<file path="config.mk">
export PLATFORM = sky130hd
export DESIGN_NAME = rom_arbiter_flat
export DESIGN_NICKNAME = d
export VERILOG_FILES = /design/src/rtl/rom_arbiter_if.sv /design/src/rtl/rom_arbiter.sv /design/src/flat_wrapper.sv
export SDC_FILE = /design/constraint.sdc
export NUM_CORES = 1
export LEC_CHECK = 0
export CAP_MARGIN = 20
export CELL_PAD_IN_SITES_DETAIL_PLACEMENT = 1
export CELL_PAD_IN_SITES_GLOBAL_PLACEMENT = 2
export CORE_MARGIN = 3
export CORE_UTILIZATION = 32
export CTS_BUF_LIST = sky130_fd_sc_hd__clkbuf_8
export CTS_CLUSTER_DIAMETER = 50
export DETAILED_ROUTE_END_ITERATION = 10
export PLACE_DENSITY_LB_ADDON = 0.12
export SETUP_SLACK_MARGIN = 0.5
export SLEW_MARGIN = 20
export SYNTH_ARGS = -nofsm -noshare
export SYNTH_HDL_FRONTEND = slang
export SYNTH_SLANG_ARGS = --single-unit
</file>
<file path="constraint.sdc">
create_clock -name clk -period 6.3 [get_ports clk]
set_input_delay 1.26 -clock clk [delete_from_list [all_inputs] [get_ports clk]]
set_output_delay 1.26 -clock clk [all_outputs]
set_load 0.005 [all_outputs]
</file>
<file path="src/rtl/rom_arbiter_if.sv">
// Bundle of the two requester channels and the ROM read port around rom_arbiter.
interface rom_arbiter_if #(
    parameter int ADDR_W  = 5,
    parameter int INSTR_W = 32
);
    logic               if_req;
    logic [ADDR_W-1:0]  if_addr;
    logic               if_gnt;
    logic               if_rvalid;
    logic [INSTR_W-1:0] if_rdata;
    logic               ld_req;
    logic [ADDR_W-1:0]  ld_addr;
    logic               ld_gnt;
    logic               ld_rvalid;
    logic [INSTR_W-1:0] ld_rdata;
    logic [ADDR_W-1:0]  rom_addr;
    logic [INSTR_W-1:0] rom_q;

    // Arbiter side
    modport slave (
        input  if_req, if_addr, ld_req, ld_addr, rom_q,
        output if_gnt, if_rvalid, if_rdata, ld_gnt, ld_rvalid, ld_rdata, rom_addr
    );

    // Requester / ROM side
    modport master (
        output if_req, if_addr, ld_req, ld_addr, rom_q,
        input  if_gnt, if_rvalid, if_rdata, ld_gnt, ld_rvalid, ld_rdata, rom_addr
    );
endinterface

</file>
<file path="src/rtl/rom_arbiter.sv">
// Two-way arbiter for the instruction ROM read port: fetch wins by default,
// the load port is forced through after MAX_WAIT consecutive lost cycles.
// Read data comes back registered, one cycle after the grant.
module rom_arbiter #(
    parameter int ADDR_W   = 5,
    parameter int INSTR_W  = 32,
    parameter int MAX_WAIT = 4
) (
    input  logic clk,
    input  logic rst_n,
    rom_arbiter_if.slave bus
);
    localparam logic [3:0] WAIT_MAX = 4'(MAX_WAIT);

    typedef enum logic [1:0] {OWN_NONE, OWN_IF, OWN_LD} owner_e;

    owner_e             owner, owner_nxt;
    logic [3:0]         wait_cnt, wait_cnt_nxt;
    logic [ADDR_W-1:0]  last_addr;
    logic [INSTR_W-1:0] if_rdata_q, ld_rdata_q;
    logic               if_gnt, ld_gnt, ld_force;

    // Grant decision, address mux and next owner/wait count
    always_comb begin
        ld_force     = (wait_cnt == WAIT_MAX);
        // No grants while reset is held so the ROM address stays parked at 0.
        ld_gnt       = rst_n && bus.ld_req && (!bus.if_req || ld_force);
        if_gnt       = rst_n && bus.if_req && !ld_gnt;
        bus.rom_addr = last_addr;
        owner_nxt    = OWN_NONE;
        if (ld_gnt) begin
            bus.rom_addr = bus.ld_addr;
            owner_nxt    = OWN_LD;
        end else if (if_gnt) begin
            bus.rom_addr = bus.if_addr;
            owner_nxt    = OWN_IF;
        end
        wait_cnt_nxt = '0;
        if (bus.ld_req && !ld_gnt)
            wait_cnt_nxt = ld_force ? wait_cnt : wait_cnt + 4'd1;
    end

    // Owner register: which requester gets the data returned next cycle
    always_ff @(posedge clk or negedge rst_n) begin
        if (!rst_n) owner <= OWN_NONE;
        else        owner <= owner_nxt;
    end

    // Starvation counter, parked ROM address and per-requester data capture
    always_ff @(posedge clk or negedge rst_n) begin
        if (!rst_n) begin
            wait_cnt   <= '0;
            last_addr  <= '0;
            if_rdata_q <= '0;
            ld_rdata_q <= '0;
        end else begin
            wait_cnt <= wait_cnt_nxt;
            if (owner_nxt != OWN_NONE) last_addr  <= bus.rom_addr;
            if (owner_nxt == OWN_IF)   if_rdata_q <= bus.rom_q;
            if (owner_nxt == OWN_LD)   ld_rdata_q <= bus.rom_q;
        end
    end

    // rvalid follows the owner register, so async reset kills a pending pulse at once
    always_comb begin
        bus.if_gnt    = if_gnt;
        bus.ld_gnt    = ld_gnt;
        bus.if_rvalid = (owner == OWN_IF);
        bus.ld_rvalid = (owner == OWN_LD);
        bus.if_rdata  = if_rdata_q;
        bus.ld_rdata  = ld_rdata_q;
    end
endmodule

</file>
<file path="src/flat_wrapper.sv">
// flat-port wrapper written by rule: the top's interface ports become plain ports
module rom_arbiter_flat 
#(
    parameter int ADDR_W   = 5,
    parameter int INSTR_W  = 32,
    parameter int MAX_WAIT = 4
)
  (clk, rst_n, bus_if_req, bus_if_addr, bus_ld_req, bus_ld_addr, bus_rom_q, bus_if_gnt, bus_if_rvalid, bus_if_rdata, bus_ld_gnt, bus_ld_rvalid, bus_ld_rdata, bus_rom_addr);
  rom_arbiter_if #(.ADDR_W(ADDR_W), .INSTR_W(INSTR_W)) bus_i ();
  input  logic clk;
  input  logic rst_n;
  input wire logic [$bits(bus_i.if_req)-1:0] bus_if_req;
  input wire logic [$bits(bus_i.if_addr)-1:0] bus_if_addr;
  input wire logic [$bits(bus_i.ld_req)-1:0] bus_ld_req;
  input wire logic [$bits(bus_i.ld_addr)-1:0] bus_ld_addr;
  input wire logic [$bits(bus_i.rom_q)-1:0] bus_rom_q;
  output wire logic [$bits(bus_i.if_gnt)-1:0] bus_if_gnt;
  output wire logic [$bits(bus_i.if_rvalid)-1:0] bus_if_rvalid;
  output wire logic [$bits(bus_i.if_rdata)-1:0] bus_if_rdata;
  output wire logic [$bits(bus_i.ld_gnt)-1:0] bus_ld_gnt;
  output wire logic [$bits(bus_i.ld_rvalid)-1:0] bus_ld_rvalid;
  output wire logic [$bits(bus_i.ld_rdata)-1:0] bus_ld_rdata;
  output wire logic [$bits(bus_i.rom_addr)-1:0] bus_rom_addr;
  assign bus_i.if_req = bus_if_req;
  assign bus_i.if_addr = bus_if_addr;
  assign bus_i.ld_req = bus_ld_req;
  assign bus_i.ld_addr = bus_ld_addr;
  assign bus_i.rom_q = bus_rom_q;
  assign bus_if_gnt = bus_i.if_gnt;
  assign bus_if_rvalid = bus_i.if_rvalid;
  assign bus_if_rdata = bus_i.if_rdata;
  assign bus_ld_gnt = bus_i.ld_gnt;
  assign bus_ld_rvalid = bus_i.ld_rvalid;
  assign bus_ld_rdata = bus_i.ld_rdata;
  assign bus_rom_addr = bus_i.rom_addr;
  rom_arbiter #(.ADDR_W(ADDR_W), .INSTR_W(INSTR_W), .MAX_WAIT(MAX_WAIT)) u_core (.clk(clk), .rst_n(rst_n), .bus(bus_i));
endmodule
</file>
* Word level (Yosys, flattened, before mapping)
Index checks and enable logic that the tools add are counted.
** Word-level totals
- Register bits after elaboration :: 75
- Bits of input ports :: 46
** Cells by class
- Add/sub/neg operators :: 1
- Muxes and demuxes :: 6
- Equality and inequality tests :: 6
- Reduce and logical (&&, ||, !) cells :: 9
** Operators by type and width (number)
- 5-bit 2-to-1 mux :: 2
- 4-bit 2-to-1 mux :: 2
- 1-bit logical AND :: 5
- 4-bit by 1-bit adder with 4-bit output, second input constant :: 1
- 2-bit by 1-bit == test with 1-bit output, second input constant :: 2
- 2-bit == test, second input constant :: 2
- 4-bit by 3-bit == test with 1-bit output, second input constant :: 1
- 1-bit zero test :: 2
- 2-bit 2-to-1 mux :: 1
- 2-bit inequality test, second input constant :: 1
- 2-bit nonzero test :: 1
- 1-bit logical OR :: 1
- 1-bit 2-to-1 mux :: 1

* Depth between registers and ports, before layout
Gate-level depths: netlist of the first run.
- Word-level depth :: 8
- Depth in mapped cells :: 7
- Mapped depth without buffers :: 5

* Worst setup path before layout of the first run
No wires, ideal clock.
- Path type :: input to output
- Start point :: input port bus_if_req
- End point :: output port bus_rom_addr[0]
- Path buffers :: 2
- Path slack :: 2843 ps
- Cell stages on the path :: 4
- Required time :: 5040 ps
- Arrival :: 2197 ps
- Cells stage by stage :: clkbuf_1 > a211oi_4 > buf_4 > a221o_1
** On the way
- Word-level cells in the longest chain between the ends :: 7
** Ends and longest elaborated chain
- start, declared :: line flat_wrapper.sv:12 : input wire logic [$bits(bus_i.if_req)-1:0] bus_if_req;
- 1-bit zero test * :: line rom_arbiter.sv:27 : ld_gnt = rst_n && bus.ld_req && (!bus.if_req || ld_force);
- 1-bit logical OR * :: line rom_arbiter.sv:27
- 1-bit logical AND * :: line rom_arbiter.sv:27
- net bus_ld_gnt :: line flat_wrapper.sv:20 : output wire logic [$bits(bus_i.ld_gnt)-1:0] bus_ld_gnt;
- 1-bit zero test :: line rom_arbiter.sv:28 : if_gnt = rst_n && bus.if_req && !ld_gnt;
- 1-bit logical AND :: line rom_arbiter.sv:28
- 5-bit 2-to-1 mux :: line rom_arbiter.sv:34 : end else if (if_gnt) begin
- 5-bit 2-to-1 mux * :: line rom_arbiter.sv:31 : if (ld_gnt) begin
- end, declared :: line flat_wrapper.sv:23 : output wire logic [$bits(bus_i.rom_addr)-1:0] bus_rom_addr;
Mark *: on every way through the listed nets, which the timed path passes. The rest lies on a longest branch.

* Worst setup path in the final report of the first run
- Start point :: input port bus_ld_req
- End point :: output port bus_rom_addr[3]
** On the way
- Word-level cells in the longest chain between the ends :: 6
** Ends and longest elaborated chain
- start, declared :: line flat_wrapper.sv:14 : input wire logic [$bits(bus_i.ld_req)-1:0] bus_ld_req;
- 1-bit logical AND * (2 in series) :: line rom_arbiter.sv:27
- 1-bit zero test :: line rom_arbiter.sv:28
- 1-bit logical AND :: line rom_arbiter.sv:28
- 5-bit 2-to-1 mux :: line rom_arbiter.sv:34
- 5-bit 2-to-1 mux * :: line rom_arbiter.sv:31
Every way passes the cells marked *; elsewhere a longest branch is shown, timed or not.

==> results of run 1 <==
per-stage QoR:
step	total power, mW	instances	setup slack [ns]	util (%)	area [um2]
final	1.269	427	1.596	49.80	4449
after global routing	1.351	427	1.384	49.80	4449
after floorplan	0.7301	191	2.843	-	3027
after CTS	1.295	427	1.560	49.80	4449
after global placement	0.9643	411	1.582	47.90	4279
after detailed placement	0.9685	411	1.563	47.90	4279
placed cells by master, fill, tap and decap left out, types with 3 or more instances in the layout:
cell type	synthesis	routed
dfrtp_1	75	75
and2_1	5	5
buf_4	2	5
a221o_1	10	10
mux2_2	64	64
clkdlybuf4s50_1	0	117
nor2b_1	3	3
inv_1	4	5
o211a_1	3	3
clkbuf_8	0	9
registers in the layout (all words and copies together) (netlist names):
| signal | cells |
|---|---|
| u_core.owner | 2 |
| u_core.bus.ld_rdata | 32 |
| u_core.last_addr | 5 |
| u_core.wait_cnt | 4 |
| u_core.bus.if_rdata | 32 |
report_power, final:
part	switching, mW	total [mW]	leakage (nW)	internal (mW)
Combinational	0.106	0.343	0.873	0.237
Sequential	0.0427	0.608	0.895	0.565
Clock	0.177	0.318	0.0864	0.141
critical path: stages:
cell and delay [ns]:
clkdlybuf4s50_1 0.51, inv_1 0.17, o211a_1 0.73, a221o_1 0.26
clkdlybuf4s50_1 0.50
cell families (layout without fill, tap and decap cells):
family,Yosys count,in the layout,share of synthesized area (%)
XOR/XNOR,1,1,0.2894
multiplexers,65,65,24.14
buffers and inverters,14,142,3.513
AND/OR/NAND/NOR,14,14,3.018
AO/OA/AOI/OAI,20,20,6.201
adder cells (fa/ha/maj),2,2,0.8267
flip-flops,75,75,62.01
worst paths after layout:
| path | slack, ns | to | depth (start not counted) |
|---|---|---|---|
| worst max register to register | 3.77 | u_core.bus.if_rdata[6] | 6 |
| worst min register to register | 0.51 | u_core.bus.ld_rdata[30] | 1 |
| min in group asynchronous | 0.84 | u_core.last_addr[3] | 1 |
| worst min-delay path | 0.51 | u_core.bus.ld_rdata[30] | 1 |
| worst max-delay path | 1.60 | bus_rom_addr[3] | 5 |
| max in group asynchronous | 4.50 | u_core.bus.if_rdata[15] | 2 |
cell type report:
class / instances / area, um2
well taps: 108 / 135.1
clock buffers: 9 / 123.9
clock inverters: 7 / 46.29
multi-input cells: 102 / 1044
inverters: 4 / 15.01
flip-flops and latches: 75 / 1877
repair buffers: 122 / 1209
fillers: 931 / 4484
per-layer routing:
layer  part of all wire, %  wire length, um
met1                    39             2864
met2                    53             3909
met3                   7.3              540
met4                   1.1               79
met5                     0                0
==> flow_summary_export.csv, run 1 <==
group,metric,value,unit
sta,worst_hold_slack,0.5065,ns
setup_path,critPathMaxFanout,24,
floorplanning,start_util,33.88,%
logic_synthesis,synth_edf_count,0,
logic_synthesis,yosysTopAreaCellShare,62.01,%
finish,fin_nets,362,
sta,setup-violations-final,0,
route,viasPerCell,4.813,
cts,clk_transition_reported_paths,0.07,ns
sta,final-hold-violation-count,0,
setup_path,reg2reg_from,"u_core.wait_cnt[0]",
floorplanning,io_pins,119,
floorplanning,die_w,103.3,um
floorplanning,core_area,0.008934,mm2
route,first_pass_iters,4,
global_route,grt_pass1_vias,2274,
global_route,track_usage,14.76,%
sta,period_share,74.66,%
sta,rsz0062_at_grt,"false",
placed_design,port_buffers,118,
cts,holdBufCountCts,0,
logic_synthesis,yosysWarnings,0,
sta,fin_crit,4.704,ns
route,post_drt_wl_per_cell,17.31,um
cts,max-clock-path-buffers,2,
hold_path,hold_path_class,"reg -> reg",
global_route,grt_max_degree,51,
sta,tightest_slew,0.8404,ns
logic_synthesis,synth.distinct_cells,25,
cts,clk_latency,0.34,ns
outcome,status,"finished clean",
setup_path,arrival,3.44,ns
finish,diodes,0,
job,drv_cap,0,
global_route,grt_util_met2,25.36,%
logic_synthesis,yosysMostFrequentCell,"dfrtp_1",
global_route,overflow,0,
route,drcViolationCount,0,
logic_synthesis,syn_inst,191,
logic_synthesis,ys.flop_type,"dfrtp_1",
route,wl,7.393,mm
pwr,vdd_drop_max,0.0001166,V
finish,layout-drive-gt1-share,26.96,%
cts,clockRootBuffer,"clkbuf_8",
setup_path,cp.required,5.04,ns
sta,fin_skew,0.01302,ns
cts,cts_setup_buffers,0,
hold_path,min_from,"u_core.bus.ld_rdata[30]",
sta,relSlewSlack,43.97,%
floorplanning,fp.dieH,103.3,um
global_route,grtUsageMet3,5.567,%
route,ant_nets,0,
global_route,grt-busiest-layer,"met2",
setup_path,end_kind,"output port",
cts,cts-buffers-inserted,9,
global_route,grt_first_pass_wirelength,11.91,mm
finish,areaGrowthSynthToFinish,47.00,%
setup_path,startpoint,"bus_ld_req",
global_route,grt_util_met1,17.04,%
sta,fmax,0.2126,GHz
logic_synthesis,ys_seq_area_share,62.01,%
logic_synthesis,synth_common_cells,"dfrtp_1 (75), mux2_2 (64), a221o_1 (10)",
logic_synthesis,synthArstFlopShare,100.0,%
logic_synthesis,syn_area,0.003027,mm2
cts,cts_sinks,75,
floorplanning,die-area,0.01066,mm2
cts,cts_max_level,3,
logic_synthesis,synth.area.top_cells,"dfrtp_1 (62%), mux2_2 (24%), a221o_1 (3.3%)",
pwr,p_per_area,285.3,mW/mm2
cts,postCtsResizedCells,0,
logic_synthesis,yosysTopAreaCell,"dfrtp_1",
pwr,leakagePower,1.855,nW
setup_path,worstSetupPathType,"in -> out",
logic_synthesis,synth_nets,239,
placed_design,hpwlAfterDp,5.382,mm
cts,cts_tree,"yes",
sta,finalSetupTns,0,ns
placed_design,gp_congestion,0.7680,
floorplanning,rows,34,
logic_synthesis,avgSynthCellArea,15.85,um2
global_route,grt_antenna_before_repair,0,
route,vias,2055,
logic_synthesis,ys_ff_latch,75,
route,dr.first_iter.drc_count,37,
setup_path,cp-start-kind,"input pin",
sta,slew_violations,0,
Note: power is estimated with default switching activity, not from simulation.
==> run 2: changes to the inputs <==
CORE_UTILIZATION = 29   (was 32)
clock period = 4.5 ns   (was 6.3 ns; I/O delays follow)
==> flow_summary_export.csv, run 2 (same netlist as run 1, synthesis figures left out) <==
group,metric,value,unit
outcome,status,"finished clean",
finish,diodes,0,
setup_path,cpPeakStageDelay,0.57,ns
pwr,vdd_drop_max,0.0001731,V
sta,setup-violations-final,0,
setup_path,crit_top_cell,"clkdlybuf4s50_1",
cts,clk_latency,0.35,ns
pwr,power,1.882,mW
floorplanning,die-area,0.01170,mm2
placed_design,port_buffers,118,
route,first_pass_iters,4,
sta,fin_skew,0.009142,ns
finish,layout-drive-gt1-share,27.81,%
floorplanning,core_area,0.009955,mm2
cts,cts-buffers-inserted,9,
placed_design,placed_area,0.004318,mm2
floorplanning,start_util,30.40,%
cts,cts_max_level,3,
global_route,grt_antenna_before_repair,0,
cts,clk_transition_reported_paths,0.07,ns
sta,period_share,82.15,%
setup_path,arrival,2.80,ns
job,drv_cap,0,
pwr,p_per_area,415.4,mW/mm2
global_route,overflow,0,
finish,final_common_cell,"clkdlybuf4s50_1",
floorplanning,die_w,108.2,um
setup_path,rr_worst_depth,6,
setup_path,slowest_stage,"clkdlybuf4s50_1",
floorplanning,fp.dieH,108.2,um
setup_path,worstSetupPathType,"in -> out",
sta,final-hold-violation-count,0,
setup_path,startpoint,"bus_ld_req",
route,wl,7.790,mm
cts,cts_sinks,75,
finish,fin_nets,363,
route,ant_nets,0,
global_route,grt_first_pass_wirelength,12.80,mm
setup_path,end_kind,"output port",
finish,fill_cells,1028,
cts,max-clock-path-buffers,2,
finish,areaGrowthSynthToFinish,49.69,%
hold_path,hold_depth,1,
sta,fmax,0.2705,GHz
route,dr.first_iter.drc_count,46,
pwr,leakagePower,1.876,nW
cts,clockRootBuffer,"clkbuf_8",
sta,relSlewSlack,66.46,%
setup_path,cp-start-kind,"input pin",
route,vias,2071,
setup_path,r2r_slack,2.12,ns
hold_path,min_from,"u_core.bus.if_rdata[3]",
global_route,grt_max_degree,40,
route,post_drt_wl_per_cell,17.20,um
placed_design,hpwlAfterDp,5.580,mm
sta,slew_violations,0,
sta,rsz0062_at_grt,"false",
hold_path,hold_path_class,"reg -> reg",
setup_path,critPathMaxFanout,10,
setup_path,reg2reg_from,"u_core.wait_cnt[0]",
floorplanning,io_pins,119,
global_route,grt_pass1_vias,2337,
finish,fin_area,0.004531,mm2
cts,cts_setup_buffers,0,
floorplanning,rows,36,
sta,finalSetupTns,0,ns
cts,holdBufCountCts,0,
setup_path,cp.required,3.60,ns
finish,final_cell_mix,"clkdlybuf4s50_1 (117), dfrtp_1 (75), mux2_2 (64)",
global_route,track_usage,14.32,%
cts,cts_tree,"yes",
route,viasPerCell,4.572,
placed_design,gp_congestion,0.7545,
sta,tightest_slew,0.5031,ns
setup_path,path_cells,"clkdlybuf4s50_1 -> inv_1 -> a211oi_4 -> a221o_1 -> clkdlybuf4s50_1",
route,drcViolationCount,0,
cts,postCtsResizedCells,0,
sta,fin_crit,3.697,ns
finish,final_util,45.51,%
[run 2: cell types whose count changed in the layout (fill, tap and decap cells not counted)]
cell | previous run | this run
clkinv_4 | 2 | 0
clkinvlp_4 | 2 | 1
buf_4 | 5 | 6
bufinv_16 | 0 | 1
o211a_1 | 3 | 2
inv_1 | 5 | 4
clkbuf_8 | 9 | 12
o211a_2 | 0 | 1
[run 2: path summary, 6_finish.rpt]
| check | endpoint |
|---|---|
| worst max-delay path | bus_rom_addr[0] |
| worst min-delay path | u_core.bus.if_rdata[3] |
| worst max register to register | u_core.bus.ld_rdata[19] |
| worst min register to register | u_core.bus.if_rdata[3] |
| max in group asynchronous | u_core.bus.ld_rdata[19] |
| min in group asynchronous | u_core.wait_cnt[1] |
[run 2: layer usage]
metal / track usage (%) / part of all wire (%)
met5: 0 / 0
met2: 23.40 / 52
met4: 4.328 / 1.1
met3: 6.388 / 8.1
met1: 17.04 / 39
[run 2: per-stage QoR]
step	setup slack, ns	hold WS (ns)	cells
after global routing	0.6566	0.5239	453
after CTS	0.7904	0.5123	453
after global placement	0.8328	0.4892	437
final	0.8033	0.5073	453
after floorplan	1.763	0.5053	191
after detailed placement	0.7888	0.4944	437
[run 2: area by class of cell]
| cell class | count | area, um2 | area share [%] |
|---|---|---|---|
| Sequential cell | 75 | 1877 | 41.42 |
| Timing Repair Buffer | 123 | 1216 | 26.84 |
| Multi-Input combinational cell | 102 | 1044 | 23.03 |
| Tap cell | 133 | 166.4 | 3.673 |
| Clock buffer | 12 | 165.2 | 3.645 |
| Clock inverter | 4 | 47.55 | 1.049 |
| Inverter | 4 | 15.01 | 0.3314 |
[run 2: worst max-delay path: cells and delay by family]
kind	cells	cell delay [ns]
AO/OA/AOI/OAI	2	0.70
buffers and inverters	3	1.20
[run 2: power breakdown]
part           switching, mW  internal [mW]  total (mW)  leakage [nW]
clock                  0.247          0.300       0.547         0.108
combinational          0.152          0.333       0.486         0.872
sequential            0.0586          0.791       0.850         0.895
==> run 3: changes to the inputs <==
clock period = 3.6 ns   (was 4.5 ns; I/O delays follow)
==> flow_summary_export.csv, run 3 (same netlist as run 1, synthesis figures left out) <==
group,metric,value,unit
finish,fin_nets,374,
global_route,grt_first_pass_wirelength,12.81,mm
route,routed.top_layer,"met4",
sta,fin_skew,0.01102,ns
floorplanning,start_util,30.40,%
sta,fin_ws,0.6148,ns
sta,worst_hold_slack,0.4682,ns
floorplanning,fp.dieH,108.2,um
setup_path,worstSetupPathType,"reg -> out",
cts,clockRootBuffer,"clkbuf_8",
finish,areaGrowthSynthToFinish,52.75,%
route,viasPerCell,4.532,
setup_path,arrival,2.27,ns
placed_design,dp_slack,0.2384,ns
pwr,p_switching,0.5873,mW
finish,layout-drive-gt1-share,30.51,%
setup_path,cpPeakStageDelay,0.45,ns
setup_path,cp-start-kind,"flip-flop",
placed_design,placed_area,0.004325,mm2
sta,slew_violations,0,
pwr,p_clk_share,28.8,%
cts,cts-buffers-inserted,9,
route,wl_met2,4.015,mm
finish,diodes,0,
sta,relSlewSlack,65.88,%
floorplanning,die-area,0.01170,mm2
global_route,grt_pass1_vias,2332,
finish,final_util,46.44,%
cts,cts_sinks,75,
route,wl_met1,3.289,mm
placed_design,hpwlAfterDp,5.589,mm
setup_path,cpLargestDelayFamily,"compound AO/OA/AOI/OAI gates",
pwr,p_per_area,511.2,mW/mm2
pwr,leakagePower,1.929,nW
job,drv_cap,0,
route,ant_nets,0,
cts,clk_transition_reported_paths,0.08,ns
sta,tightest_slew,0.5118,ns
finish,final_cells,464,
setup_path,path_cells,"inv_1 -> ha_2 -> nand3b_4 -> o211a_4 -> a221o_1 -> clkdlybuf4s50_1",
sta,final-hold-violation-count,0,
pwr,combPwrFrac,26.3,%
route,first_pass_iters,4,
pwr,p_seq_share,44.9,%
cts,cts_tree,"yes",
setup_path,end_kind,"output port",
global_route,track_usage,14.36,%
setup_path,critPathMaxFanout,8,
route,post_drt_wl_per_cell,17.09,um
sta,finalSetupTns,0,ns
setup_path,cp.required,2.88,ns
floorplanning,die_w,108.2,um
sta,setup-violations-final,0,
sta,fmax,0.3350,GHz
cts,clk_latency,0.34,ns
route,wl,7.928,mm
pwr,power,2.364,mW
sta,rsz0062_at_grt,"false",
placed_design,dp_cells,438,
pwr,internal_power,1.776,mW
route,route.met3.wl,574,um
outcome,status,"finished clean",
global_route,overflow,0,
hold_path,hold_path_class,"in -> async",
finish,final_common_cell,"clkdlybuf4s50_1",
floorplanning,rows,36,
setup_path,path_buf_inv,2,
floorplanning,core_area,0.009955,mm2
finish,final_cell_mix,"clkdlybuf4s50_1 (115), dfrtp_1 (75), mux2_2 (64)",
setup_path,slowest_stage,"clkdlybuf4s50_1",
placed_design,port_buffers,118,
sta,period_share,82.92,%
finish,fin_area,0.004623,mm2
cts,max-clock-path-buffers,2,
global_route,grt_max_degree,40,
floorplanning,io_pins,119,
cts,holdBufCountCts,0,
route,dr.first_iter.drc_count,43,
sta,fin_crit,2.985,ns
pwr,vdd_drop_max,0.0001906,V
route,vias,2103,
placed_design,gp_congestion,0.7097,
global_route,grt_antenna_before_repair,0,
route,drcViolationCount,0,
cts,cts_max_level,3,
pwr,swShare,24.85,%
-- run 3: worst paths after layout --
kind                                           endpoint  cells after the start              startpoint  slack [ns]
worst max-delay path                    bus_rom_addr[4]                      6      u_core.wait_cnt[0]        0.61
worst min-delay path                 u_core.wait_cnt[1]                      2                   rst_n        0.47
worst max register to register  u_core.bus.ld_rdata[11]                      8      u_core.wait_cnt[0]        1.38
worst min register to register   u_core.bus.if_rdata[1]                      1  u_core.bus.if_rdata[1]        0.51
max in group asynchronous           u_core.last_addr[2]                      2                   rst_n        2.76
min in group clk                 u_core.bus.if_rdata[1]                      1  u_core.bus.if_rdata[1]        0.51
-- run 3: per-layer routing --
metal  track usage, %  vias to the layer above
met3            5.731                        4
met4            4.058                        0
met2            23.49                       56
li1                 -                      959
met1            17.62                     1084
met5                0                        -
-- run 3: power by group through the flow --
stage	combinational, mW	sequential (mW)	clock, mW
2_1_floorplan	0.192	1.09	0
3_3_place_gp	0.619	1.07	0
3_5_place_dp	0.622	1.08	0
4_1_cts	0.629	1.06	0.712
5_1_grt	0.674	1.09	0.752
6_report	0.622	1.06	0.680
-- run 3: repair_timing --
item,CTS,global route
hold endpoints to repair,0,0
gates resized for setup,4,2
pin swaps,1,1
setup endpoints to repair,7,6
buffers inserted,3,7
-- run 3: worst reg2reg max path: stages, from the launching register on --
cell      delay, ns
dfrtp_1        0.40
inv_1          0.11
ha_2           0.22
nand3b_4       0.13
a211oi_4       0.24
buf_6          0.16
buf_4          0.12
buf_4          0.31
mux2_2         0.40
-- run 3: layout make-up --
| type | instances | area [um2] |
|---|---|---|
| well taps | 133 | 166.4 |
| fillers | 1026 | 5331 |
| multi-input cells | 102 | 1054 |
| inverters | 4 | 15.01 |
| repair buffers | 134 | 1300 |
| flip-flops and latches | 75 | 1877 |
| clock buffers | 11 | 151.4 |
| clock inverters | 5 | 60.06 |
